### src/rtl/ram_arb_pkg.sv
// Shared types for the single-port RAM arbiter: FSM states, read tag and
// the round-robin pointer width helper.
package ram_arb_pkg;

  typedef enum logic [1:0] {
    ST_RUN    = 2'd0,
    ST_DRAIN  = 2'd1,
    ST_HALTED = 2'd2
  } arb_state_e;

  // Wide enough for the largest supported requester count (8).
  localparam int TAG_IDX_W = 3;

  typedef struct packed {
    logic                 rd;
    logic [TAG_IDX_W-1:0] idx;
  } tag_t;

  function automatic int rr_idx_w(input int nreq);
    return (nreq > 1) ? $clog2(nreq) : 1;
  endfunction

endpackage

### src/rtl/ram_arb_rr_pick.sv
// Combinational requester picker: round-robin starting after ptr_i, or fixed
// priority (lowest index wins) when RAM_SP_ARBITER_FIXED_PRIO_EN is defined.
module ram_arb_rr_pick
  import ram_arb_pkg::*;
#(
  parameter int NREQ = 2,
  parameter int PW   = rr_idx_w(NREQ)
) (
  input  logic [NREQ-1:0] valid_i,
  input  logic [PW-1:0]   ptr_i,
  input  logic            en_i,
  output logic [NREQ-1:0] grant_o
);

  logic found;

`ifdef RAM_SP_ARBITER_FIXED_PRIO_EN
  logic unused_ptr;
  assign unused_ptr = ^ptr_i;
`endif

  always_comb begin
    grant_o = '0;
    found   = 1'b0;
    if (en_i) begin
`ifdef RAM_SP_ARBITER_FIXED_PRIO_EN
      for (int i = 0; i < NREQ; i++) begin
        if (!found && valid_i[i]) begin
          grant_o[i] = 1'b1;
          found      = 1'b1;
        end
      end
`else
      // Distance k from the pointer sets priority; exactly one i matches each k.
      for (int k = 1; k <= NREQ; k++) begin
        for (int i = 0; i < NREQ; i++) begin
          if (!found && valid_i[i] && (ptr_i == PW'((i - k + NREQ) % NREQ))) begin
            grant_o[i] = 1'b1;
            found      = 1'b1;
          end
        end
      end
`endif
    end
  end

endmodule

### src/rtl/ram_sp_arbiter.sv
// Shares one single-port synchronous RAM between NREQ requesters with a
// run/drain/halt FSM; RAM_SP_ARBITER_FIXED_PRIO_EN selects fixed priority.
module ram_sp_arbiter
  import ram_arb_pkg::*;
#(
  parameter int NREQ = 2,
  parameter int AW   = 6,
  parameter int DW   = 16
) (
  input  logic               clk,
  input  logic               rst,
  input  logic               arb_en,
  output logic               halted,
  input  logic [NREQ-1:0]    req_valid,
  input  logic [NREQ-1:0]    req_we,
  input  logic [NREQ*AW-1:0] req_addr,
  input  logic [NREQ*DW-1:0] req_wdata,
  output logic [NREQ-1:0]    req_ready,
  output logic [NREQ-1:0]    rsp_valid,
  output logic [DW-1:0]      rsp_data,
  output logic               ram_we,
  output logic               ram_rst,
  output logic [AW-1:0]      ram_a,
  output logic [DW-1:0]      ram_di,
  input  logic [DW-1:0]      ram_do
);

  localparam int PW = rr_idx_w(NREQ);

  // Handshake: a command transfers in the cycle req_valid[i] & req_ready[i];
  // req_ready is one-hot, never raised without valid, and valid may drop freely.
  arb_state_e      state_q, state_d;
  logic [NREQ-1:0] grant;
  logic            arb_go, accept, pipe_empty;
  logic [PW-1:0]   ptr, sel_idx;
  logic            sel_we;
  logic [AW-1:0]   sel_addr;
  logic [DW-1:0]   sel_wdata;
  logic            cmd_vld_q, ram_we_q, ram_rst_q;
  logic [AW-1:0]   ram_a_q;
  logic [DW-1:0]   ram_di_q;
  tag_t            tag1_q, tag2_q;
  logic [NREQ-1:0] rsp_valid_q, rsp_valid_d;
  logic [DW-1:0]   rsp_data_q;

  assign arb_go = (state_q == ST_RUN) && arb_en && !rst;

`ifdef RAM_SP_ARBITER_FIXED_PRIO_EN
  assign ptr = '0;
`else
  logic [PW-1:0] ptr_q;
  assign ptr = ptr_q;

  always_ff @(posedge clk or posedge rst) begin
    if (rst)         ptr_q <= PW'(NREQ - 1);
    else if (accept) ptr_q <= sel_idx;
  end
`endif

  ram_arb_rr_pick #(.NREQ(NREQ), .PW(PW)) u_pick (
    .valid_i (req_valid),
    .ptr_i   (ptr),
    .en_i    (arb_go),
    .grant_o (grant)
  );

  always_comb begin
    sel_idx   = '0;
    sel_we    = 1'b0;
    sel_addr  = '0;
    sel_wdata = '0;
    for (int i = 0; i < NREQ; i++) begin
      if (grant[i]) begin
        sel_idx   = PW'(i);
        sel_we    = req_we[i];
        sel_addr  = req_addr[i*AW +: AW];
        sel_wdata = req_wdata[i*DW +: DW];
      end
    end
  end

  assign accept = |(grant & req_valid);

  // ram_rst keeps the RAM output register at zero except on read commands.
  always_ff @(posedge clk or posedge rst) begin
    if (rst) begin
      cmd_vld_q <= 1'b0;
      ram_we_q  <= 1'b0;
      ram_rst_q <= 1'b1;
      ram_a_q   <= '0;
      ram_di_q  <= '0;
      tag1_q    <= '0;
      tag2_q    <= '0;
    end else begin
      cmd_vld_q  <= accept;
      ram_we_q   <= accept & sel_we;
      ram_rst_q  <= ~(accept & ~sel_we);
      if (accept) begin
        ram_a_q  <= sel_addr;
        ram_di_q <= sel_wdata;
      end
      tag1_q.rd  <= accept & ~sel_we;
      tag1_q.idx <= TAG_IDX_W'(sel_idx);
      tag2_q     <= tag1_q;
    end
  end

  always_comb begin
    rsp_valid_d = '0;
    for (int i = 0; i < NREQ; i++) begin
      rsp_valid_d[i] = tag2_q.rd && (tag2_q.idx == TAG_IDX_W'(i));
    end
  end

  always_ff @(posedge clk or posedge rst) begin
    if (rst) begin
      rsp_valid_q <= '0;
      rsp_data_q  <= '0;
    end else begin
      rsp_valid_q <= rsp_valid_d;
      if (tag2_q.rd) rsp_data_q <= ram_do;
    end
  end

  assign pipe_empty = !cmd_vld_q && !tag1_q.rd && !tag2_q.rd;

  always_comb begin
    state_d = state_q;
    case (state_q)
      ST_RUN:    if (!arb_en) state_d = ST_DRAIN;
      ST_DRAIN: begin
        if (arb_en)          state_d = ST_RUN;
        else if (pipe_empty) state_d = ST_HALTED;
      end
      ST_HALTED: if (arb_en) state_d = ST_RUN;
      default:   state_d = ST_RUN;
    endcase
  end

  always_ff @(posedge clk or posedge rst) begin
    if (rst) state_q <= ST_RUN;
    else     state_q <= state_d;
  end

  assign halted    = (state_q == ST_HALTED);
  assign req_ready = grant;
  assign rsp_valid = rsp_valid_q;
  assign rsp_data  = rsp_data_q;
  assign ram_we    = ram_we_q;
  assign ram_rst   = ram_rst_q;
  assign ram_a     = ram_a_q;
  assign ram_di    = ram_di_q;

endmodule

### config.mk
export PLATFORM = sky130hd
export DESIGN_NAME = ram_sp_arbiter
export DESIGN_NICKNAME = d
export VERILOG_FILES = /design/src/rtl/ram_arb_pkg.sv /design/src/rtl/ram_arb_rr_pick.sv /design/src/rtl/ram_sp_arbiter.sv
export SDC_FILE = /design/constraint.sdc
export NUM_CORES = 1
export LEC_CHECK = 0
export CELL_PAD_IN_SITES_DETAIL_PLACEMENT = 1
export CELL_PAD_IN_SITES_GLOBAL_PLACEMENT = 1
export CORE_ASPECT_RATIO = 0.9
export CORE_MARGIN = 4
export CORE_UTILIZATION = 32
export CTS_BUF_LIST = sky130_fd_sc_hd__clkbuf_8
export DETAILED_ROUTE_END_ITERATION = 10
export HOLD_SLACK_MARGIN = 0.12
export PLACE_DENSITY = 0.95
export SYNTH_ARGS = -nofsm -noshare
export SYNTH_HDL_FRONTEND = slang
export SYNTH_HIERARCHICAL = 1
export SYNTH_SLANG_ARGS = --single-unit
### constraint.sdc
create_clock -name clk -period 2.9 [get_ports clk]
set_input_delay 0.58 -clock clk [delete_from_list [all_inputs] [get_ports clk]]
set_output_delay 0.58 -clock clk [all_outputs]
set_load 0.01 [all_outputs]
=== Word-level counts from Yosys, hierarchy flattened ===
Cells that the tools add are included.

* Register bits after elaboration: 50
* Input bits: 67
* Word-level logic and storage cells: 70

* Equality and inequality tests: 5
* Muxes and demuxes: 22
* Bitwise operators: 6
* Reduce and logical (&&, ||, !) cells: 24

{| class="wikitable"
|+ Operators by type and width
! cell !! number
|-
| $mux W16 || 2
|-
| $logic_and A1 B1 Y1 || 13
|-
| $mux W1 || 12
|-
| $mux W6 || 2
|-
| $mux W2 || 5
|-
| $logic_not A1 Y1 || 7
|-
| $pmux W2 S3 || 1
|-
| $ne A2 B2 Y1 const B || 2
|-
| $logic_not A3 Y1 || 1
|-
| $ne A3 B3 Y1 const B || 1
|-
| $not A1 Y1 || 3
|-
| $reduce_and A3 Y1 || 1
|-
| $and A1 B1 Y1 || 2
|-
| $and A2 B2 Y2 || 1
|-
| $eq A2 B1 Y1 const B || 1
|-
| $eq A2 B2 Y1 const B || 1
|-
| $logic_not A2 Y1 || 1
|-
| $reduce_or A2 Y1 || 1
|}

=== Depth between registers and ports, before layout ===
* Word-level depth: 24
* Gate-level depth with buffers: 9
* Gate-level depth less buffers: 7

=== Hierarchy ===
The synthesis kept the hierarchy.

{| class="wikitable"
|+ By module, submodules not included
! module !! times used !! cells an instance !! area an instance (um2) !! sequential area each (um2)
|-
| ram_sp_arbiter || 1 || 164 || 2040.7 || 1253.7
|-
| ram_arb_rr_pick || 1 || 5 || 21.3 || 0.0
|}

=== Least setup slack after synthesis ===
Ideal clock, no wire load.

* Path kind: input port to flip-flop
* Start: input rst
* End: register ram_di_q[5] (netlist: ram_di[5])
* Setup time: 0.127 ns
* Arrival: 1.908 ns
* Required time: 2.773 ns
* Setup slack: 0.865 ns
* Stages on the path: 9
* Cells stage by stage: nor4b_1 -> nand2_1 -> a21oi_1 -> buf_6 -> a22oi_4 -> buf_6 -> buf_6 -> nand2_1 -> o21ai_0

* Word-level cells in the longest chain between the ends: 5
* Elaborated cells on any way between the ends: 7
* Those cells by class: mux (3); bitwise (1); reduce/logical (3)

{| class="wikitable"
|+ Ends and longest elaborated chain
! element !! RTL line !! source
|-
| start, declared || ram_sp_arbiter.sv:11 || <nowiki>input logic rst,</nowiki>
|-
| $logic_not A1 Y1 (no source line) (*) || n/a ||
|-
| $logic_and A1 B1 Y1 (*) || ram_sp_arbiter.sv:46 || <nowiki>assign arb_go = (state_q == ST_RUN) && arb_en && !rst;</nowiki>
|-
| $mux W2 (*) || ram_arb_rr_pick.sv:25 || <nowiki>if (en_i) begin</nowiki>
|-
| named net req_ready[1] || ram_sp_arbiter.sv:18 || <nowiki>output logic [NREQ-1:0] req_ready,</nowiki>
|-
| $and A2 B2 Y2 || ram_sp_arbiter.sv:82 || <nowiki>assign accept = |(grant & req_valid);</nowiki>
|-
| $reduce_or A2 Y1 || ram_sp_arbiter.sv:82 ||
|-
| end signal, assigned || ram_sp_arbiter.sv:100 || <nowiki>ram_di_q <= sel_wdata;</nowiki>
|-
| end, declared || ram_sp_arbiter.sv:41 || <nowiki>logic [DW-1:0] ram_di_q;</nowiki>
|}

The timed path passes the listed nets; every way through them passes the cells marked *.
A chain may end at the register's enable or synchronous reset.

=== Worst setup path after layout ===
* Start: input arb_en
* End: output req_ready[1]

* Word-level cells in the longest chain between the ends: 3

{| class="wikitable"
|+ Ends and longest elaborated chain
! element !! RTL line !! source
|-
| start, declared || ram_sp_arbiter.sv:12 || <nowiki>input logic arb_en,</nowiki>
|-
| $logic_and A1 B1 Y1 (2 in a row) || ram_sp_arbiter.sv:46 ||
|-
| named net arb_go || ram_sp_arbiter.sv:34 || <nowiki>logic arb_go, accept, pipe_empty;</nowiki>
|-
| $mux W2 || ram_arb_rr_pick.sv:25 ||
|-
| end, declared || ram_sp_arbiter.sv:18 ||
|}

The timed path passes the listed nets, and every way through them passes these cells.

==> flow_summary.toml <==
[final_layout]
diodes = 0
n_fill_cell = 663
final_common_cell = "clkdlybuf4s50_1"
multi_input_comb_area_um2 = 704.4
area_growth_syn_to_layout_pct = 64.87
final_nets = 349
seq_area_mm2 = 0.001254
layout_common_cells = "clkdlybuf4s50_1, dfrtp_1, nand2_1, a22oi_1"
finalInstanceArea_mm2 = 0.003400
drive_gt1_frac = 0.1413

[die]
die_h_um = 84.16
ios = 112
std_cell_rows = 27
core-area_mm2 = 0.006182
dieArea_mm2 = 0.007794
dieWidth_um = 92.62
initial_core_util = 0.3335

[timing]
drv_slew = 0
fmax_mhz = 362.9
slew-limit-headroom = 0.4981
final.period_utilization = 0.9503
setup_tns_ns = 0
min_period_ns = 2.756
hold_viol = 0
setup_slack_ns = 0.1441
setup_violations = 0
tightest_slew_ns = 0.7528
skew_ns = 0.005782
rsz0062_at_grt = "no"

[hold_path]
hold_depth = 0
min-delay-start = "tag1_q[0]$_DFF_PP0_"
hold_path_end = "tag2_q[0]$_DFF_PP0_"
hold_path.class = "reg2reg"

[critical_path]
rr_worst_depth = 8
worstPathRequired_ns = 2.32
crit_path_end_kind = "output pin"
start_kind = "input pin"
critPathKind = "in2out"
arrival_ns = 2.18
r2r-end = "tag1_q[3]$_DFF_PP0_"
rr_startpoint = "state_q[0]$_DFFE_PP0P_"
crit_path_max_fanout = 3
regToRegSetupSlack_ns = 0.69

[synth]
synthFlopType = "dfrtp_1"
yosysSeqAreaShare = 0.6080
synth_edf_count = 0
synthArstFlopShare = 1.000
synth_area_mm2 = 0.002062
synth_cells = 169
syn_nets = 236
ys_ff_latch = 50
yosys_warnings = 6
synth_area_per_cell_um2 = 12.20
synth_cell_types = 24

[grt]
grt_pass1_wl_um = 9749
grt_pass1_vias = 1909
grt_max_degree = 38
track_usage = 0.1587
antenna_found_initial = 0
grt_overflow = 0

[cts]
cts_max_level = 2
clk_pin_slew_ns = 0.09
clockBufferDepth = 2
insertion_delay_ns = 0.30
clkSinkCount = 50
numCtsBuffers = 5
cts_root_buf = "clkbuf_8"
ctsHoldBuffers = 0
cts_tree = "built"

[routing]
ant_nets = 0
first_pass_iters = 4
num_vias = 1737
drc = 0
wl_per_cell_um = 16.27
viasPerCell = 4.695
drt_wl_total_um = 6021
drt_iter0_markers = 24

[place]
portBuffers = 111
gp_congestion = 0.7015
dpl_cell_area_mm2 = 0.003248
pre_cts_ws_ns = -0.03677
dp.final_hpwl_um = 4737

[power_and_ir_drop]
p_leak_nw = 1.410
peakVddDrop_mv = 0.2625
power_density_mw_per_mm2 = 627.0

[status]
status = "finished, final reports clean"

[flow_run]
drv_cap = 0
==> final cells by class <==
type,count,area share
Sequential cell,50,0.3688
Multi-Input combinational cell,104,0.2072
Clock buffer,6,0.02429
Timing Repair Buffer,118,0.3467
Clock inverter,2,0.01767
Tap cell,87,0.03202
Inverter,3,0.003312
==> worst max-delay path by stage <==
stage	start	endpoint	slack, ns	cells past startpoint
2_1_floorplan	rst	ram_di[5]$_DFFE_PP0P_	0.86	9
3_3_place_gp	arb_en	req_ready[0]	0.06	6
3_5_place_dp	arb_en	tag1_q[3]$_DFF_PP0_	-0.04	9
4_1_cts	arb_en	req_ready[0]	0.06	6
5_1_grt	arb_en	req_ready[1]	0.04	6
6_report	arb_en	req_ready[1]	0.14	6
==> cells by family (layout without fill, tap and decap cells) <==
family | count (synthesis) | in the layout | share of synthesized area
flops | 50 | 50 | 0.6080
simple gates | 39 | 39 | 0.09344
mux | 16 | 16 | 0.08738
compound gates | 49 | 49 | 0.1559
buf+inv | 15 | 129 | 0.05521
==> power breakdown <==
group | internal, W | leakage, nW | switching (W)
clock | 0.000368 | 0.0714 | 0.000230
combinational | 0.000401 | 0.686 | 0.000220
sequential | 0.000835 | 0.653 | 0.0000777
total | 0.00160 | 1.41 | 0.000528
==> worst max-delay path, stage by stage <==
cell and delay (ns):
clkdlybuf4s50_1 0.49, nor4b_2 0.21, buf_4 0.15, nand2_1 0.05, a21oi_2 0.13, clkdlybuf4s50_1 0.55
==> per-layer routing <==
| metal | vias to the layer above | GRT usage | part of all wire | wire length (µm) |
|---|---|---|---|---|
| li1 | 821 | - | - | - |
| met1 | 830 | 0.1787 | 0.38 | 2314 |
| met2 | 84 | 0.2846 | 0.51 | 3048 |
| met3 | 2 | 0.06093 | 0.11 | 635 |
| met4 | 0 | 0.03595 | 0.0038 | 23 |
| met5 | - | 0 | 0 | 0 |
==> flip-flops by register name, indices dropped and copies added (netlist names) <==
register   flops
tag1_q         2
ram_we         1
ram_di        16
state_q        2
ram_a          6
rsp_valid      2
cmd_vld_q      1
rsp_data      16
ram_rst        1
tag2_q         2
ptr            1
==> stage by stage <==
| step | power, W | utilization | hold slack, ns | cells |
|---|---|---|---|---|
| global route | 0.002247 | 0.5499 | 0.3699 | 370 |
| global placement | 0.001528 | 0.5254 | 0.3344 | 362 |
| floorplan | 0.001146 | - | 0.3312 | 169 |
| detailed placement | 0.001563 | 0.5254 | 0.3362 | 362 |
| CTS | 0.002169 | 0.5495 | 0.3610 | 370 |
| finish | 0.002132 | 0.5499 | 0.3639 | 370 |
==> timing repair <==
| item | 4_1_cts | 5_1_grt |
|---|---|---|
| setup buffers | 0 | 0 |
| resized for setup | 1 | 1 |
| setup endpoints to repair | 1 | 1 |
| hold endpoints to repair | 0 | 0 |
| cloned | 0 | 0 |
==> cell usage after synthesis (all sizes together) (2+ instances only) <==
library cell  count  share of area
dfrtp            48           0.58
nand2            28          0.051
a22oi            23          0.090
o21ai            22          0.053
mux2             16          0.087
buf              11          0.047
a21oi             3         0.0073
inv               3         0.0055
nor2b             3          0.013
and2              2         0.0061
dfstp             2          0.025
nor4b             2          0.012
(Power assumes the default switching activity.)
==> RTL change 1, RTL diff (config.mk and constraints unchanged) <==
`NREQ` is set to 2 in 2 places; all go to 1.
--- a/src/rtl/ram_arb_rr_pick.sv
+++ b/src/rtl/ram_arb_rr_pick.sv
@@ -3,7 +3,7 @@
 module ram_arb_rr_pick
   import ram_arb_pkg::*;
 #(
-  parameter int NREQ = 2,
+  parameter int NREQ = 1,
   parameter int PW   = rr_idx_w(NREQ)
 ) (
   input  logic [NREQ-1:0] valid_i,
--- a/src/rtl/ram_sp_arbiter.sv
+++ b/src/rtl/ram_sp_arbiter.sv
@@ -3,7 +3,7 @@
 module ram_sp_arbiter
   import ram_arb_pkg::*;
 #(
-  parameter int NREQ = 2,
+  parameter int NREQ = 1,
   parameter int AW   = 6,
   parameter int DW   = 16
 ) (
Ports: changed (6 resized); port bits go from 112 to 86. No check against the original RTL was run, so the function may have changed too.
==> RTL change 1 against the original RTL <==
  * Sequential power is 5.7% lower
  * Design area down 17%
  * Combinational power fell by 2%
  * First-iteration DRC count fell by 21%
  * Largest power group unchanged
  * Critical path depth decreased by 1
  * Routed wire length down 23%
  * Setup slack got worse by 44 ps
  * Via count is 32% lower
  * Power shrank 12%
  * Highest routed layer unchanged
  * Count of clock-buffer cells in the layout unchanged
  * Critical path type unchanged
  * Utilization down 2.5 points
  * Sequential cell count decreased by 4
  * Synthesized area shrank 13%
==> RTL change 1: results (changes against the original RTL) <==
metric	value	unit	change
peakVddDrop	0.379	mV	was 0.262 mV
pwr-share-clk	21.8	%	was 28.1%
grt_util_met3	4.67	%	was 6.09%
bufAreaShareNonClock	31.1	%	was 34.7%
multi_input_area	593	µm²	was 704 µm²
viasPerCell	4.52		was 4.69
use_met1	16.5	%	was 17.9%
cp_max_fo	3		unchanged
p_comb_share	32.3	%	was 29.1%
synthMuxAreaShare	27.4	%	was 8.74%
numClockSinks	46		was 50
wl_met1	1890	µm	was 2310 µm
place_area	0.00270	mm²	was 0.00325 mm²
drive_above_1_share	28.2	%	was 14.1%
portBuffers	85		was 111
cts-resized-gates	2		was 1
areaGrowthSynthToFinish	56.6	%	was 64.9%
sh_seq_area	41.0	%	was 36.9%
cellPowerDensity	667	mW/mm²	was 627 mW/mm²
skew	8.43	ps	was 5.78 ps
multi_input_gates	50		was 104
grt_max_degree	26		was 38
synth_compound_area_share	0.488	%	was 15.6%
outcome	completed		unchanged
synth_top_cells_by_count	45 x dfrtp_1, 21 x mux2_2, 17 x mux2_4, 4 x buf_6, 3 x inv_1		was 48 x dfrtp_1, 28 x nand2_1, 22 x a22oi_1, 16 x mux2_2, 16 x o21ai_0
gp_congestion	0.701		was 0.702
fillers	529		was 663
avgSynthCellArea	17.4	µm²	was 12.2 µm²
wl_met3	441	µm	was 635 µm
syn_nets	146		was 236
pre_cts_slack	-73.3	ps	was -36.8 ps
buffers	88		was 118
drtIter0Drc	19		was 24
drt-total-wl	4660	µm	was 6020 µm
yosysSeqAreaShare	64.2	%	was 60.8%
grt_usage	14.0	%	was 15.9%
synth.area.top_cells	dfrtp_1 63%, mux2_4 14%, mux2_2 13%		was dfrtp_1 58%, mux2_2 8.7%, a22oi_1 8.0%
wl_met2	2270	µm	was 3050 µm
yosysUniqueCellTypes	17		was 24
grt_pass1_vias	1336		was 1909
power_switching_share	26.2	%	was 24.8%
nets	237		was 349
use_met2	23.7	%	was 28.5%
worst_slew_pin_slew	778	ps	was 753 ps
p_leak	1.32	nW	was 1.41 nW
post_drt_wl_per_cell	17.8	µm	was 16.3 µm
RTL change 1: changes by cell type in the layout (fill, tap and decap cells not counted), moves of 2 or more:
cell and delta:
clkdlybuf4s50_1 -25, bufinv_16 -2, mux2_2 +5, o21ai_0 -16, buf_4 -3, a22oi_1 -22
mux2_4 +17, and2_1 -2, nand2_1 -28, o21ai_1 -6, nor4b_2 -2, a21oi_1 -2
dfrtp_1 -3
RTL change 1: path summary, 6_finish.rpt:
| kind | start | to | slack (ps) | cells after the start |
|---|---|---|---|---|
| worst max-delay path | arb_en | req_ready | 100 | 5 |
| worst min-delay path | tag1_q[3] | tag2_q[3] | 460 | 0 |
| worst max register to register | state_q[0] | ram_di[11] | 1060 | 5 |
| worst min register to register | tag1_q[3] | tag2_q[3] | 460 | 0 |
| max in group asynchronous | rst | ram_a[5] | 1630 | 3 |
| min in group asynchronous | rst | rsp_data[6] | 690 | 2 |
==> RTL change 2, RTL diff (same flow settings) <==
Made on the original files. The 3 states of `arb_state_e` get a one-hot encoding in 3 bits.
--- a/src/rtl/ram_arb_pkg.sv
+++ b/src/rtl/ram_arb_pkg.sv
@@ -2,10 +2,10 @@
 // the round-robin pointer width helper.
 package ram_arb_pkg;
 
-  typedef enum logic [1:0] {
-    ST_RUN    = 2'd0,
-    ST_DRAIN  = 2'd1,
-    ST_HALTED = 2'd2
+  typedef enum logic [2:0] {
+    ST_RUN    = 3'b001,
+    ST_DRAIN  = 3'b010,
+    ST_HALTED = 3'b100
   } arb_state_e;
 
   // Wide enough for the largest supported requester count (8).
Function: same outputs for any inputs over 10 cycles, from zero or initial values and one cycle with rst high; not proved beyond that.
==> RTL change 2 against the original RTL <==
  * Sequential power increased by 5.0%
  * Routed wire length is 2.4% higher
  * Power fell by 4.0%
  * Sequential cell count increased by 1
  * Setup slack better by 67 ps
  * Design area barely moved
  * Count of clock-buffer cells in the layout decreased by 1
  * Synthesized area is 1.8% higher
  * Critical path type unchanged
  * Critical endpoint is now req_ready[0]
==> RTL change 2: results (changes against the original RTL) <==
metric	value	unit	change
drtIter0Drc	59		was 24
total_power	2.05	mW	was 2.13 mW
wl_met1	2570	µm	was 2310 µm
grt_usage	16.5	%	was 15.9%
regToRegSetupSlack	510	ps	was 690 ps
pre_cts_slack	-82.1	ps	was -36.8 ps
endpoint	req_ready[0]		was req_ready[1]
crit_path_max_incr_delay	480	ps	was 550 ps
synth_top_cells_by_count	48 x dfrtp_1, 28 x nand2_1, 23 x a22oi_1, 21 x o21ai_0, 16 x mux2_2		was 48 x dfrtp_1, 28 x nand2_1, 22 x a22oi_1, 16 x mux2_2, 16 x o21ai_0
p_comb_share	33.9	%	was 29.1%
grt_pass1_wl	10100	µm	was 9750 µm
place_area	0.00332	mm²	was 0.00325 mm²
yosysSeqAreaShare	61.0	%	was 60.8%
antennaDiodeCount	0		unchanged
worst_r2r_path_depth	9		was 8
dr_total_vias	1809		was 1737
yosysUniqueCellTypes	25		was 24
nets	361		was 349
p_switching	568	µW	was 528 µW
gp_congestion	0.724		was 0.702
p_leak	1.39	nW	was 1.41 nW
hold_ws	357	ps	was 364 ps
drive_above_1_share	13.6	%	was 14.1%
cp_max_fo	2		was 3
crit_arrival	2110	ps	was 2180 ps
syn_nets	247		was 236
worst_slew_pin_slew	735	ps	was 753 ps
timing.rr.start	state_q[0]		unchanged
holdCritPathClass	flop to flop		unchanged
peakVddDrop	0.211	mV	was 0.262 mV
wl_met2	2900	µm	was 3050 µm
grt_pass1_vias	1975		was 1909
dpl.hpwl	4900	µm	was 4740 µm
dp.cells	374		was 362
outcome	completed		unchanged
setup_slack	211	ps	was 144 ps
wl_met3	627	µm	was 635 µm
synth.area.top_cells	dfrtp_1 57%, mux2_2 8.6%, a22oi_1 8.2%		was dfrtp_1 58%, mux2_2 8.7%, a22oi_1 8.0%
pwr.group.clock	395	µW	was 598 µW
post_drt_wl_per_cell	16.2	µm	was 16.3 µm
layoutNonFillerInstCount	381		was 370
skew	6.92	ps	was 5.78 ps
cts-resized-gates	2		was 1
avgSynthCellArea	11.7	µm²	was 12.2 µm²
## RTL change 2: cells by family (layout without fill, tap and decap cells)
| logic type | after synthesis | count (layout) | synth area share, % |
|---|---|---|---|
| compound gates | 52 | 52 | 15.3 |
| xor+xnor | 1 | 1 | 0.417 |
| buf+inv | 16 | 130 | 4.53 |
| flops | 51 | 51 | 61.0 |
| mux | 16 | 16 | 8.58 |
| simple gates | 44 | 44 | 10.3 |
## RTL change 2: layout make-up
type | count | area (µm²)
clock buffer | 5 | 68.8
sequential | 51 | 1280
inverter | 4 | 15.0
fill | 646 | 2850
multi-input combinational | 113 | 733
clock inverter | 2 | 13.8
timing repair buffer | 119 | 1180
tap | 87 | 109
## RTL change 2: metal layers
layer	track usage, %	up-vias
li1	-	855
met4	5.06	0
met3	6.65	5
met2	27.0	89
met5	0	-
met1	19.9	860
## RTL change 2: worst max-delay path: cells and delay by family
kind / cells / cell delay [ps]
AOI/OAI and AO/OA: 1 / 180
buffers and inverters: 4 / 1030
and+or+nand+nor: 2 / 320
